### config.mk
export PLATFORM = sky130hd
export DESIGN_NAME = fp_mul_arbiter
export DESIGN_NICKNAME = d
export VERILOG_FILES = /design/src/rtl/fp_mul_arbiter.sv
export SDC_FILE = /design/constraint.sdc
export NUM_CORES = 1
export LEC_CHECK = 0
export BUFFER_PORTS_ARGS = -buffer_cell sky130_fd_sc_hd__buf_2
export CAP_MARGIN = 30
export CORE_AREA = 5 5 151 153
export CTS_BUF_LIST = sky130_fd_sc_hd__clkbuf_16
export DETAILED_ROUTE_END_ITERATION = 10
export DIE_AREA = 0 0 156 158
export GPL_TIMING_DRIVEN = 0
export PLACE_DENSITY_LB_ADDON = 0.3
export SLEW_MARGIN = 0
export SYNTH_ARGS = -nofsm -noshare
export SYNTH_HDL_FRONTEND = slang
export SYNTH_SLANG_ARGS = --single-unit
### constraint.sdc
create_clock -name CLK -period 4.5 [get_ports CLK]
set_input_delay 0 -clock CLK [delete_from_list [all_inputs] [get_ports CLK]]
set_output_delay 0 -clock CLK [all_outputs]
set_load 0.01 [all_outputs]
### src/rtl/fp_mul_arbiter.sv
// -----------------------------------------------------------------------------
// fp_mul_arbiter
//
// Shares one external float32 multiplier between NUM_REQ requesters.
// The multiplier has one product register behind MUL_REG_EN. Its NaN/Inf/zero
// override is combinational on MUL_A/MUL_B.
//
// Each operation takes three states:
//   IDLE    -> grant a requester and latch its operands and index
//   ISSUE   -> pulse MUL_REG_EN so the multiplier captures the product
//   CAPTURE -> hold the operands and load MUL_OUT into the result register
//
// A CAPTURE that completes can grant the next requester in the same cycle.
// This gives one operation every two cycles. Results leave in grant order.
//
// Ports:
//   CLK, RST              clock; synchronous active-high reset
//   REQ_VALID/REQ_READY   per-requester handshake (REQ_READY one-hot or zero)
//   REQ_A/REQ_B           packed operands, requester i at [32i+31:32i]
//   MUL_A/MUL_B           operands to the multiplier (registered)
//   MUL_REG_EN            multiplier product register enable (registered)
//   MUL_OUT               multiplier result
//   RES_VALID/RES_READY   result handshake
//   RES_DATA/RES_ID       product and index of the issuing requester
//
// Build option:
//   FP_MUL_ARB_FIXED_PRIO_EN  fixed priority, lowest index wins. The default
//                             build uses round-robin.
// -----------------------------------------------------------------------------
module fp_mul_arbiter #(
    parameter int NUM_REQ = 4,
    parameter int ID_W    = 2
) (
    input  logic                  CLK,
    input  logic                  RST,
    input  logic [NUM_REQ-1:0]    REQ_VALID,
    output logic [NUM_REQ-1:0]    REQ_READY,
    input  logic [32*NUM_REQ-1:0] REQ_A,
    input  logic [32*NUM_REQ-1:0] REQ_B,
    output logic [31:0]           MUL_A,
    output logic [31:0]           MUL_B,
    output logic                  MUL_REG_EN,
    input  logic [31:0]           MUL_OUT,
    output logic                  RES_VALID,
    input  logic                  RES_READY,
    output logic [31:0]           RES_DATA,
    output logic [ID_W-1:0]       RES_ID
);

    localparam logic [1:0] ST_IDLE    = 2'd0;
    localparam logic [1:0] ST_ISSUE   = 2'd1;
    localparam logic [1:0] ST_CAPTURE = 2'd2;

    logic [1:0]      state_r;
    logic [1:0]      state_nxt_s;
    logic [31:0]     op_a_r;
    logic [31:0]     op_b_r;
    logic [ID_W-1:0] tag_r;
    logic            mul_reg_en_r;
    logic            res_valid_r;
    logic [31:0]     res_data_r;
    logic [ID_W-1:0] res_id_r;

    logic            any_valid_s;
    logic            complete_s;
    logic            grant_en_s;
    logic [ID_W-1:0] grant_idx_s;
    logic [31:0]     sel_a_s;
    logic [31:0]     sel_b_s;

`ifdef FP_MUL_ARB_FIXED_PRIO_EN
    // Fixed priority: scan downward so the lowest valid index is written last.
    always_comb begin
        grant_idx_s = {ID_W{1'b0}};
        for (int i = NUM_REQ - 1; i >= 0; i--) begin
            grant_idx_s = REQ_VALID[i] ? ID_W'(i) : grant_idx_s;
        end
    end
`else
    logic [ID_W-1:0] last_grant_r;
    logic [ID_W-1:0] hi_idx_s;
    logic [ID_W-1:0] lo_idx_s;
    logic            hi_found_s;

    // Round-robin search from last_grant+1.
    // A valid requester above the pointer wins. Otherwise the scan wraps to
    // the lowest valid index.
    always_comb begin
        hi_idx_s   = {ID_W{1'b0}};
        lo_idx_s   = {ID_W{1'b0}};
        hi_found_s = 1'b0;
        for (int i = NUM_REQ - 1; i >= 0; i--) begin
            lo_idx_s   = REQ_VALID[i] ? ID_W'(i) : lo_idx_s;
            hi_idx_s   = (REQ_VALID[i] && (i > int'(last_grant_r))) ? ID_W'(i) : hi_idx_s;
            hi_found_s = hi_found_s | (REQ_VALID[i] && (i > int'(last_grant_r)));
        end
        if (hi_found_s) begin
            grant_idx_s = hi_idx_s;
        end else begin
            grant_idx_s = lo_idx_s;
        end
    end

    // Round-robin pointer. The reset value makes requester 0 the first choice.
    always_ff @(posedge CLK) begin
        if (RST) begin
            last_grant_r <= ID_W'(NUM_REQ - 1);
        end else if (grant_en_s) begin
            last_grant_r <= grant_idx_s;
        end else begin
            last_grant_r <= last_grant_r;
        end
    end
`endif

    // Grant slot: IDLE, or a CAPTURE whose result can be stored this cycle.
    always_comb begin
        any_valid_s = |REQ_VALID;
        complete_s  = (state_r == ST_CAPTURE) && (!res_valid_r || RES_READY);
        grant_en_s  = any_valid_s && ((state_r == ST_IDLE) || complete_s);
    end

    // Operand mux for the granted requester, plus the one-hot grant strobe.
    always_comb begin
        sel_a_s   = 32'd0;
        sel_b_s   = 32'd0;
        REQ_READY = {NUM_REQ{1'b0}};
        for (int i = 0; i < NUM_REQ; i++) begin
            sel_a_s      = (grant_idx_s == ID_W'(i)) ? REQ_A[32*i +: 32] : sel_a_s;
            sel_b_s      = (grant_idx_s == ID_W'(i)) ? REQ_B[32*i +: 32] : sel_b_s;
            REQ_READY[i] = grant_en_s && (grant_idx_s == ID_W'(i));
        end
    end

    // Next-state logic for the issue/capture sequencer.
    always_comb begin
        state_nxt_s = ST_IDLE;
        case (state_r)
            ST_IDLE: begin
                if (any_valid_s) begin
                    state_nxt_s = ST_ISSUE;
                end else begin
                    state_nxt_s = ST_IDLE;
                end
            end
            ST_ISSUE: begin
                state_nxt_s = ST_CAPTURE;
            end
            ST_CAPTURE: begin
                if (!complete_s) begin
                    state_nxt_s = ST_CAPTURE;
                end else if (any_valid_s) begin
                    state_nxt_s = ST_ISSUE;
                end else begin
                    state_nxt_s = ST_IDLE;
                end
            end
            default: begin
                state_nxt_s = ST_IDLE;
            end
        endcase
    end

    // State, operand, tag and result registers.
    // Operands change only on a grant. They stay stable through CAPTURE, and
    // through a stall, so the multiplier's combinational override stays valid.
    always_ff @(posedge CLK) begin
        if (RST) begin
            state_r      <= ST_IDLE;
            op_a_r       <= 32'd0;
            op_b_r       <= 32'd0;
            tag_r        <= {ID_W{1'b0}};
            mul_reg_en_r <= 1'b0;
            res_valid_r  <= 1'b0;
            res_data_r   <= 32'd0;
            res_id_r     <= {ID_W{1'b0}};
        end else begin
            state_r      <= state_nxt_s;
            // A grant always leads to ISSUE, the only cycle that enables the
            // product register.
            mul_reg_en_r <= grant_en_s;
            if (grant_en_s) begin
                op_a_r <= sel_a_s;
                op_b_r <= sel_b_s;
                tag_r  <= grant_idx_s;
            end else begin
                op_a_r <= op_a_r;
                op_b_r <= op_b_r;
                tag_r  <= tag_r;
            end
            // A completing capture overrides a consumer pop in the same cycle.
            if (complete_s) begin
                res_valid_r <= 1'b1;
                res_data_r  <= MUL_OUT;
                res_id_r    <= tag_r;
            end else if (res_valid_r && RES_READY) begin
                res_valid_r <= 1'b0;
                res_data_r  <= res_data_r;
                res_id_r    <= res_id_r;
            end else begin
                res_valid_r <= res_valid_r;
                res_data_r  <= res_data_r;
                res_id_r    <= res_id_r;
            end
        end
    end

    assign MUL_A      = op_a_r;
    assign MUL_B      = op_b_r;
    assign MUL_REG_EN = mul_reg_en_r;
    assign RES_VALID  = res_valid_r;
    assign RES_DATA   = res_data_r;
    assign RES_ID     = res_id_r;

endmodule

Yosys cells after proc, flatten, opt, wreduce, memory -nomap -nowiden
Index checks and enable logic that the tools add are counted.
- bitwise logic cells: 2
- shift-type cells: 0
- $add $sub $neg: 0
- divide/modulo/power cells: 0
- mux-type cells: 21
- eq/ne operators: 5
- reductions and logical operators: 17
- magnitude comparators: 3
- $mul: 0
- operator list (operator ; number):
    32-bit 2-to-1 mux ; 8
    2-bit 2-to-1 mux ; 9
    1-bit logical AND ; 10
    2-bit equality test (second input constant) ; 3
    2-bit one-hot mux with 3 select lines ; 1
    2-bit by 1-bit equality test with 1-bit output (second input constant) ; 2
    2-bit greater-than comparator (first input constant) ; 2
    2-bit zero test ; 2
    4-bit OR reduction ; 1
    1-bit 2-to-1 mux ; 3
    1-bit by 2-bit greater-than comparator with 1-bit output (first input constant) ; 1
    1-bit logical OR ; 2
    1-bit OR ; 2
    2-bit nonzero test ; 1
    1-bit zero test ; 1
- bits in latches: 0
- memories: 0
- bits in registers: 106
- RAM bits: 0
- bits in read-only memories: 0
- logic and storage cells: 57

Longest topological paths before layout
- depth in word-level cells: 11
- gate-level depth with buffers: 8
- gate-level depth less buffers: 5

Worst setup path before layout
No wires, ideal clock.
- path type: register -> register
- start: register res_valid_r (netlist: RES_VALID)
- end: register op_a_r[27] (netlist: MUL_A[27])
- stages on the path, launching flop included: 9
- slack: 2.871 ns
- path buffers: 3
- data arrival time: 1.543 ns
- data required time: 4.414 ns
- cell sequence: dfxtp_1 -> nor2b_1 -> a21oi_2 -> o31a_1 -> buf_2 -> buf_4 -> buf_2 -> nor2_1 -> a211oi_1
- longest elaborated chain between the ends: 5
- ends and longest elaborated chain (item ; line ; RTL):
    start, declared ; 60 ; logic res_valid_r;
    start signal, assigned ; 201 ; res_valid_r <= res_valid_r;
    1-bit zero test ; 119 ; complete_s = (state_r == ST_CAPTURE) && (!res_valid_r || RES_READY);
    1-bit logical OR ; 119 ;
    1-bit logical AND ; 119 ;
    1-bit logical OR ; 120 ; grant_en_s = any_valid_s && ((state_r == ST_IDLE) || complete_s);
    1-bit logical AND ; 120 ;
    end signal, assigned ; 183 ; op_a_r <= sel_a_s;
    end signal, assigned ; 187 ; op_a_r <= op_a_r;
    end, declared ; 56 ; logic [31:0] op_a_r;
Every way passes these cells.
A chain may end at the register's enable or synchronous reset.

Final worst setup path
- start: register last_grant_r[1]
- end: register op_b_r[20] (netlist: MUL_B[20])
- longest elaborated chain between the ends: 11
- elaborated cells on any way between the ends: 20
- classes of those cells: order compare (3); eq/ne (3); mux (8); bitwise (2); reduce/logical (4)
- ends and longest elaborated chain (item ; line ; RTL):
    start, declared ; 80 ; logic [ID_W-1:0] last_grant_r;
    start signal, assigned ; 107 ; last_grant_r <= ID_W'(NUM_REQ - 1);
    start signal, assigned ; 109 ; last_grant_r <= grant_idx_s;
    start signal, assigned ; 111 ; last_grant_r <= last_grant_r;
    2-bit greater-than comparator ; 94, 95 ;
    1-bit logical AND ; 94, 95 ;
    2-bit 2-to-1 mux (3 in series) ; 94 ; hi_idx_s = (REQ_VALID[i] && (i > int'(last_grant_r))) ? ID_W'(i) : hi_idx_s;
    2-bit 2-to-1 mux (*) ; 97 ; if (hi_found_s) begin
    2-bit zero test ; 130 ; sel_b_s = (grant_idx_s == ID_W'(i)) ? REQ_B[32*i +: 32] : sel_b_s;
    32-bit 2-to-1 mux (3 in series) ; 130 ;
    32-bit 2-to-1 mux (*) ; 130 ;
    end signal, assigned ; 184 ; op_b_r <= sel_b_s;
    end signal, assigned ; 188 ; op_b_r <= op_b_r;
    end, declared ; 57 ; logic [31:0] op_b_r;
Every way passes the cells marked *; elsewhere a longest branch is shown, timed or not.

==> impl_metrics.toml <==
[timing]
finalHoldViolations = 0
worst_hold_slack_ns = 0.004766
final.period_utilization_pct = 61.42
pins_over_slew_limit = 0
worst_pin_slew_ns = 0.9134
worst_slew_margin_rel_pct = 39.10
setup_tns_ns = 0
post-route-min-period_ns = 2.764
finalSetupViolations = 0
rsz_0062_raised_after_global_routing = "false"
worst_slack_ns = 1.736
fin_worst_skew_ns = 0.007705
clock.fmax_mhz = 361.8

[synthesis]
synth-main-ff-cell = "dfxtp_1"
netlist_area_sq_um = 5537
number_of_enable_type_register_cells_in_the_synthesized_netlist = 0
synth_mux_area_share_pct = 5.062
postSynth.asyncResetShare_pct = 0
yosys_warnings = 0
number_of_flip_flops_and_latches_in_the_synthesized_netlist = 106
synth.largest_area_cell = "dfxtp_1"
leading_cell_types_by_count_after_synthesis = "dfxtp_1 (106), a21oi_1 (76), nand2_1 (74)"
yosys.cell_types.count = 42
mappedNetlistNets = 907
synth_cells = 612
synth_compound_area_share_pct = 34.49
synth_top_family_by_area = "compound AO/OA/AOI/OAI gates"
synth_simple_gate_area_share_pct = 15.19
synth.most_common_cell = "dfxtp_1"
synth_fa_ha_area_share_pct = 0
yosys-top-cells-area = "dfxtp_1 (38%), a21oi_1 (6.9%), a222oi_1 (6.5%)"
synth_xor_xnor_area_share_pct = 0
seq_area_frac_synth_pct = 38.33
syn-mean-instance-area_sq_um = 9.047
post-synth-top-area-fraction_pct = 38.33

[placed_design]
place_worst_setup_slack_ns = 2.161
globalplace.congestion = 0.8595
place.port_buffers = 397
postPlaceCellArea_sq_um = 7874
detailedPlacementHpwl_um = 21450
dp_cells = 1289

[clock_network]
tritoncts = "done"
worst_skew_pair.late_latency_ns = 0.36
clock_tree.root_cell = "clkbuf_16"
cts.reportedPaths.clkPinSlew_ns = 0.08
postCtsSetupRepairBufs = 0
htree_levels = 3
cts_hold_buf = 68
post_cts_resize_count = 0
clock_sink_total = 106
cts_inserted_buffers = 9
max-clock-path-buffers = 2

[pwr]
swShare_pct = 33.97
worst_ir_drop_vdd_v = 0.0001556
power.combinational.fraction_pct = 32.7
clockPowerShare_pct = 29.9
power_switching_uw = 981.9
p_int_uw = 1909
power-per-cell-area_nw_per_um2 = 325.7
total_leakage_power_uw = 0.004112
share_seq_of_total_power_pct = 37.4

[setup_path]
critical_path_class = "reg2reg"
worst-endpoint-arrival_ns = 3.07
setup.worst_path.end_class = "register"
timing.critical_path.from_type = "register"
worst_ep_required_time_ns = 4.80
worst-r2r-cell-count = 8
cp_max_fo = 10

[hold_path]
holdPathStages = 3
timing.hold.worst.class = "in2reg"

[detailed_routing]
detail_route.first_pass.iterations = 8
final_ant_viol_nets = 0
route.final.wire_length_um = 27230
vias_per_cell = 4.915
wire_per_inst_um = 19.83
first_iter_violations = 567
routed_via_count = 6748
drt_drc_violations_left = 0

[global_route]
pin_count_of_the_biggest_net_entering_global_routing = 21
grt_util_all_layers_pct = 20.76
grt_overflow = 0
vias_in_the_first_global_route = 6776
grt_first_pass_wirelength_um = 39240
initial_antenna_violation_count = 1

[final_layout]
syn2layout_area_growth_pct = 60.29
sequential_cell_area_sq_um = 2122
n_antenna_cell = 0
multi_input_combinational_cell_area_sq_um = 3030
postLayoutCellArea_sq_um = 8875
fin_nets = 1383
fill_cells = 2204
drive_above_1_share_pct = 46.39
finalNonFillerCells = 1373

[floorplan]
i_o_pin_cnt = 399
overall_die_area_sq_um = 24650
die_wd_um = 156
std_cell_rows = 54
starting_density_of_the_core_pct = 25.85
die_h_um = 158
coreArea_sq_um = 21420

[run]
cap_viol_max_count = 0

[run_status]
outcome = "finished clean"
[placed cells by master (no fill, tap or decap), types with 4 or more instances in the layout]
| cell | count |
|---|---|
| buf_4 | 7 |
| clkbuf_16 | 9 |
| a211oi_1 | 37 |
| dlygate4sd3_1 | 68 |
| or2_1 | 4 |
| nor2_1 | 73 |
| a211oi_2 | 28 |
| or2_0 | 24 |
| a222oi_1 | 36 |
| buf_6 | 5 |
| dfxtp_1 | 106 |
| nand2_1 | 74 |
| a221oi_2 | 24 |
| a221oi_1 | 4 |
| a21oi_1 | 76 |
| clkbuf_1 | 29 |
| buf_2 | 416 |
| mux2i_1 | 28 |
[worst max-delay path, stage by stage, from the launching register on]
cell,delay (ns)
dfxtp_1,0.31
buf_4,0.16
o21ai_1,0.11
o211a_1,0.16
clkbuf_1,0.68
buf_2,0.38
a222oi_1,0.10
a211oi_1,0.22
dlygate4sd3_1,0.59
[kinds of logic after synthesis]
group	Yosys count
compound gates	221
simple gates	191
flops	106
buf+inv	66
mux	28
[state kept, by name, summed over array words and instances (netlist names)]
register / count
MUL_REG_EN: 1
MUL_A: 32
RES_VALID: 1
last_grant_r: 2
RES_ID: 2
tag_r: 2
RES_DATA: 32
state_r: 2
MUL_B: 32
[power groups by stage]
stage                     clock network (uW)  registers, uW  logic [uW]
final                                    866           1080         944
after global routing                     923           1090        1020
after CTS                                888           1080         952
after detailed placement                   0           1100         899
after global placement                     0           1100         894
after floorplan                            0           1140         459
[through the flow]
stage                     total power [uW]  utilization [%]
after floorplan                       1596                -
after global placement                1993            36.76
after detailed placement              2000            36.76
after CTS                             2920            41.44
after global routing                  3036            41.44
final                                 2891            41.44
[final timing paths]
| path | start | to | slack (ns) |
|---|---|---|---|
| hold / removal | REQ_A[61] | MUL_A[29] | 0.005 |
| hold reg to reg | RES_DATA[28] | RES_DATA[28] | 0.45 |
| setup reg to reg | last_grant_r[1] | MUL_B[20] | 1.74 |
| setup / recovery | last_grant_r[1] | MUL_B[20] | 1.74 |
[final cells by class]
type                            instances  share of cell area [%]
Buffer                                 63                   4.201
Tap cell                              280                   3.948
Multi-Input combinational cell        440                   34.15
Clock inverter                          7                   1.071
Sequential cell                       106                   23.91
Clock buffer                            9                   2.538
Timing Repair Buffer                  465                   30.06
Inverter                                3                  0.1269
[layer usage]
layer  track usage [%]  vias to the layer above  wire [um]
met5                 0                        -         13
met4             5.627                        2        551
met3             4.647                       37       2214
met2             36.71                      321      13340
met1             25.42                     3147      11100
li1                  -                     3241          -
Power figures use the tool's default switching activity.
